### src/rtl/alu_rf.sv
// alu_rf: register file + ALU with an iterative shift-add multiplier.
// Ports: clk/rst, start/op/a_addr/b_addr/d_addr/b_sel/const_val/we command, rd_addr/rd_data debug read, y/cout/ovf/zero/neg/busy/done status.
module alu_rf #(
  parameter int WIDTH = 8,
  parameter int DEPTH = 8
) (
  input  logic                     clk,
  input  logic                     rst,
  input  logic                     start,
  input  logic [2:0]               op,
  input  logic [$clog2(DEPTH)-1:0] a_addr,
  input  logic [$clog2(DEPTH)-1:0] b_addr,
  input  logic [$clog2(DEPTH)-1:0] d_addr,
  input  logic                     b_sel,
  input  logic [WIDTH-1:0]         const_val,
  input  logic                     we,
  input  logic [$clog2(DEPTH)-1:0] rd_addr,
  output logic [WIDTH-1:0]         rd_data,
  output logic [WIDTH-1:0]         y,
  output logic                     cout,
  output logic                     ovf,
  output logic                     zero,
  output logic                     neg,
  output logic                     busy,
  output logic                     done
);

  localparam int AW = $clog2(DEPTH);
  localparam int CW = $clog2(WIDTH);
  localparam int PW = 2 * WIDTH;
  localparam logic [CW-1:0] LAST = CW'(WIDTH - 1);

  localparam logic [2:0] OP_ADD = 3'b000;
  localparam logic [2:0] OP_ADC = 3'b001;
  localparam logic [2:0] OP_SUB = 3'b010;
  localparam logic [2:0] OP_AND = 3'b011;
  localparam logic [2:0] OP_OR  = 3'b100;
  localparam logic [2:0] OP_XOR = 3'b101;
  localparam logic [2:0] OP_PAS = 3'b110;
  localparam logic [2:0] OP_MUL = 3'b111;

  logic [WIDTH-1:0] rf [DEPTH];
  logic             c_reg;

  logic [WIDTH-1:0] a_val;
  logic [WIDTH-1:0] b_val;
  logic [WIDTH-1:0] b_op;
  logic             cin;
  logic [WIDTH:0]   sum;
  logic [WIDTH-1:0] alu_y;
  logic             alu_cout;
  logic             alu_ovf;
  logic             alu_arith;

  logic [PW-1:0]    acc;
  logic [PW-1:0]    acc_nxt;
  logic [PW-1:0]    mcand;
  logic [WIDTH-1:0] mplier;
  logic [CW-1:0]    cnt;
  logic [AW-1:0]    m_d;
  logic             m_we;

  assign rd_data = rf[rd_addr];
  assign a_val   = rf[a_addr];
  assign b_val   = b_sel ? const_val : rf[b_addr];

  // SUB reuses the adder as A + ~B + 1
  always_comb begin
    b_op = (op == OP_SUB) ? ~b_val : b_val;
    cin  = 1'b0;
    if (op == OP_SUB) cin = 1'b1;
    if (op == OP_ADC) cin = c_reg;
    sum = {1'b0, a_val} + {1'b0, b_op} + {{WIDTH{1'b0}}, cin};
  end

  always_comb begin
    alu_y     = '0;
    alu_cout  = 1'b0;
    alu_ovf   = 1'b0;
    alu_arith = 1'b0;
    unique case (op)
      OP_ADD, OP_ADC, OP_SUB: begin
        alu_y     = sum[WIDTH-1:0];
        alu_cout  = sum[WIDTH];
        alu_ovf   = (a_val[WIDTH-1] == b_op[WIDTH-1]) &&
                    (sum[WIDTH-1] != a_val[WIDTH-1]);
        alu_arith = 1'b1;
      end
      OP_AND: alu_y = a_val & b_val;
      OP_OR:  alu_y = a_val | b_val;
      OP_XOR: alu_y = a_val ^ b_val;
      OP_PAS: alu_y = b_val;
      OP_MUL: alu_y = '0;
      default: alu_y = '0;
    endcase
  end

  assign acc_nxt = mplier[0] ? acc + mcand : acc;

  always_ff @(posedge clk) begin
    if (rst) begin
      for (int i = 0; i < DEPTH; i++) rf[i] <= '0;
      y      <= '0;
      cout   <= 1'b0;
      ovf    <= 1'b0;
      zero   <= 1'b0;
      neg    <= 1'b0;
      c_reg  <= 1'b0;
      busy   <= 1'b0;
      done   <= 1'b0;
      acc    <= '0;
      mcand  <= '0;
      mplier <= '0;
      cnt    <= '0;
      m_d    <= '0;
      m_we   <= 1'b0;
    end else begin
      done <= 1'b0;
      if (busy) begin
        acc    <= acc_nxt;
        mcand  <= {mcand[PW-2:0], 1'b0};
        mplier <= mplier >> 1;
        cnt    <= cnt + 1'b1;
        // last partial product folds straight into the result
        if (cnt == LAST) begin
          busy <= 1'b0;
          done <= 1'b1;
          y    <= acc_nxt[WIDTH-1:0];
          cout <= |acc_nxt[PW-1:WIDTH];
          ovf  <= 1'b0;
          zero <= ~|acc_nxt[WIDTH-1:0];
          neg  <= acc_nxt[WIDTH-1];
          if (m_we) rf[m_d] <= acc_nxt[WIDTH-1:0];
        end
      end else if (start) begin
        if (op == OP_MUL) begin
          busy   <= 1'b1;
          acc    <= '0;
          mcand  <= {{WIDTH{1'b0}}, a_val};
          mplier <= b_val;
          cnt    <= '0;
          m_d    <= d_addr;
          m_we   <= we;
        end else begin
          done <= 1'b1;
          y    <= alu_y;
          cout <= alu_cout;
          ovf  <= alu_ovf;
          zero <= ~|alu_y;
          neg  <= alu_y[WIDTH-1];
          if (alu_arith) c_reg <= alu_cout;
          if (we) rf[d_addr] <= alu_y;
        end
      end
    end
  end

endmodule

### config.mk
export PLATFORM = sky130hd
export DESIGN_NAME = alu_rf
export DESIGN_NICKNAME = d
export VERILOG_FILES = /design/src/rtl/alu_rf.sv
export SDC_FILE = /design/constraint.sdc
export NUM_CORES = 1
export LEC_CHECK = 0
export CORE_ASPECT_RATIO = 0.6
export CORE_MARGIN = 5
export CORE_UTILIZATION = 30
export DETAILED_ROUTE_END_ITERATION = 10
export GPL_TIMING_DRIVEN = 0
export PLACE_DENSITY = 0.58
export SYNTH_ARGS = -nofsm -noshare
export SYNTH_HDL_FRONTEND = slang
export SYNTH_SLANG_ARGS = --single-unit
export TNS_END_PERCENT = 100
### constraint.sdc
create_clock -name clk -period 3.9 [get_ports clk]
set_input_delay 0.39 -clock clk [delete_from_list [all_inputs] [get_ports clk]]
set_output_delay 0.39 -clock clk [all_outputs]
set_load 0.05 [all_outputs]
==> key figures <==
Clocking
  • CTS tree: yes
  • Root Buffer Master: clkbuf_16
  • Sink Count: 125
  • Clock latency at the later pin of the worst-skew pair: about 440 ps
  • CTS buffer count: 17
  • Maximum buffer depth of the clock tree: 2
  • H-tree depth reported by CTS: 4
  • Clk slew on worst S/H paths: approximately 60 ps

Synth
  • Syn nets: a little over 900
  • Seq/Total Area, Yosys: between 30% and 40%
  • Synth warn: 0
  • Post-Synthesis Cell Area: between 8000 and 9000 sq um
  • Avg Cell Area, Syn: between 9 and 10 sq um
  • Yosys cell types: 66
  • Async S/R FF share, synth: 0%
  • Ys flop type: edfxtp_1
  • Number of synthesized register bits: about 130
  • Syn Inst Count: 849
  • EDFF count, synth: 64

Worst setup path
  • CP Launch Type: flip-flop
  • Crit end category: flip-flop
  • Crit path required time: between 4000 and 5000 ps
  • Critical Path AT: roughly 4000 ps
  • Critical R2R Launch: rf[7][0]
  • R2R cell count: 13
  • CP Max Fanout: 8
  • Crit path kind: flip-flop to flip-flop
  • Reg-to-reg endpoint: rf[7][6]
  • Reg2Reg Setup Slack: approximately 44 ps

Outcome
  • Status: completed

Timing
  • Tmin final: approximately 3900 ps
  • RSZ-0062 raised after global routing: true
  • Slew HR: a little over two fifths
  • Period utilization: around 100%
  • Least-Margin Pin Slew: approximately 860 ps
  • Final hold vios: 0
  • Setup violations, final: 0
  • Clk_skew: 8.622 ps
  • Final Slew Violations: 0
  • Worst setup margin: 43.87 ps
  • Fmax: ~260 MHz
  • Hold Worst Slack: 450.2 ps

Floorplan
  • Row count: 47
  • Initial core utilization: a little under a third
  • I/O Pins: 50
  • DIE HEIGHT: between 100 and 150 microns
  • Core ar.: ~27000 sq um
  • Overall die area: around 31000 sq um
  • Die outline width: about 230 microns

Route
  • Routed wire length: 28240 microns
  • Pre-Repair DR Iteration Count: 5
  • ANT nets after route: 0
  • DRC viols: 0
  • Initial DRC count: ~1100
  • Drt via density: around 5.6
  • DR vias: ~7300
  • Wire length per cell: between 20 and 25 microns

Placement
  • Dpl cells: 1253
  • Hpwl dp: roughly 22000 microns
  • Setup slack at placement: -1239 ps
  • Number of I/O port buffers: 37
  • Routability-driven placement congestion ratio: between 0.9 and 1

Final layout
  • Largest regs: rf: 64 flops, acc: 16 flops, mcand: 16 flops
  • Fraction of layout cells with a size suffix above 1: between 10% and 20%
  • Post-route insts no fill: 1297
  • Nets@finish: 987
  • Max reg flops: 64
  • Register with the most flip-flops: rf
  • Area grow syn2layout: 20.52%

Global route
  • First-pass GRT wire length: 42120 microns
  • Initial antenna violation count: 0
  • Largest net degree at the start of global routing: 17
  • Total GRT Usage: approximately 18%
  • Gr ovfl total: 0
  • Vias in the first global route: a little under 7000

Power
  • Leak: between 0.003 and 0.004 uW
  • Power Dens Cells: between 300 and 400 nW/um^2
  • Peak supply drop: between 300 and 400 uV

Hold path
  • HP Class: primary input to flip-flop
  • Worst hold start: rst
  • Hold Path Sink: cout
  • Hold depth: 2

Job
  • MaxCap Viol Count: 0
==> timing repair <==
item,in CTS,in global routing
endpoints found under the setup margin,66,135
hold buffers,0,0
buffers inserted,2,9
pin swaps,2,9
gates resized for setup,26,19
==> per-layer routing <==
layer  track usage, %  up-vias  wire length (microns)
met5                0        -                      0
met4            3.278        0                    224
met3            7.129       25                   3286
met2            21.12      363                  10320
met1            29.36     3597                  14410
li1                 -     3287                      -
==> cells by family (layout without fill, tap and decap cells) <==
group | after synthesis | after routing | synth area share [%]
muxes | 88 | 88 | 18.31
adders and majority gates | 43 | 43 | 6.719
buffers and inverters | 80 | 160 | 3.869
AOI/OAI and AO/OA | 200 | 200 | 15.03
and+or+nand+nor | 287 | 287 | 15.67
other | 0 | 1 | 0
xor gates and xnor gates | 26 | 26 | 2.729
DFF | 125 | 125 | 37.67
==> critical path, stage by stage, from the launching register on <==
cell      delay, ps
edfxtp_1        400
buf_4           150
mux4_2          510
mux2i_4         260
inv_1           140
fa_2            450
fa_2            390
a211oi_2        200
o21bai_1        120
a21oi_2         220
xor2_2          210
a21oi_4         140
o21ai_4         310
nor2_1           70
==> where the power goes <==
group / switching (uW) / leakage (uW) / internal (uW)
Combinational: 522 / 0.00229 / 329
Sequential: 37.0 / 0.00116 / 1420
Clock: 658 / 0.000262 / 881
Total: 1220 / 0.00371 / 2630
==> placed cells by master, fill, tap and decap left out, drive strengths merged, types with 18 or more instances in the layout <==
cell type,n
xnor2,18
clkdlybuf4s50,37
mux2i,26
dfxtp,61
edfxtp,64
mux4,48
o21ai,38
inv,30
nand2b,22
buf,23
nand2,62
ha,40
a21oi,81
nor2,134
clkbuf,58
==> synthesized netlist by cell type, drive strengths merged, types with 11 or more instances <==
cell type	instances	area share [%]
a211oi	16	1.4
a21oi	81	5.0
and3	16	1.2
buf	13	0.84
clkbuf	40	1.8
dfxtp	61	15
edfxtp	64	23
ha	40	6.0
inv	27	1.2
mux2	14	1.9
mux2i	26	3.5
mux4	48	13
nand2	62	2.8
nand2b	22	1.7
nand3	11	0.66
nor2	134	6.0
nor3	14	0.84
o21ai	38	2.3
xnor2	18	1.9
==> per-stage QoR <==
| step | power (uW) | cell area (sq um) | utilization [%] | TNS, ps |
|---|---|---|---|---|
| finish | 3852 | 10050 | 36.61 | 0 |
| global route | 3987 | 10050 | 36.60 | -1127 |
| floorplan | 1991 | 8358 | - | 0 |
| global placement | 2230 | 9188 | 33.45 | -59430 |
| CTS | 3807 | 9892 | 36.02 | -3.118 |
| detailed placement | 2237 | 9188 | 33.45 | -63260 |
==> how the worst max path moves through the flow <==
stage               depth (start not counted)  endpoint  slack, ps       from
finish                                     13  rf[7][6]         40   rf[7][0]
global route                               14  rf[5][6]        -90   rf[7][0]
CTS                                        14  rf[7][6]         -3   rf[7][0]
detailed placement                         13  rf[1][4]      -1240  a_addr[1]
global placement                           13  rf[2][4]      -1250  a_addr[1]
floorplan                                  16  rf[0][6]          4  b_addr[0]
==> final cells by class <==
type                            count  area, sq um
Fill cell                        2769        17410
Clock buffer                       17        425.4
Buffer                             53        240.2
Tap cell                          367        459.2
Antenna cell                        1        2.502
Inverter                           27        101.3
Sequential cell                   125         3143
Clock inverter                     15        140.1
Multi-Input combinational cell    644         5077
Timing Repair Buffer               48        465.4
Power figures use the tool's default switching activity.
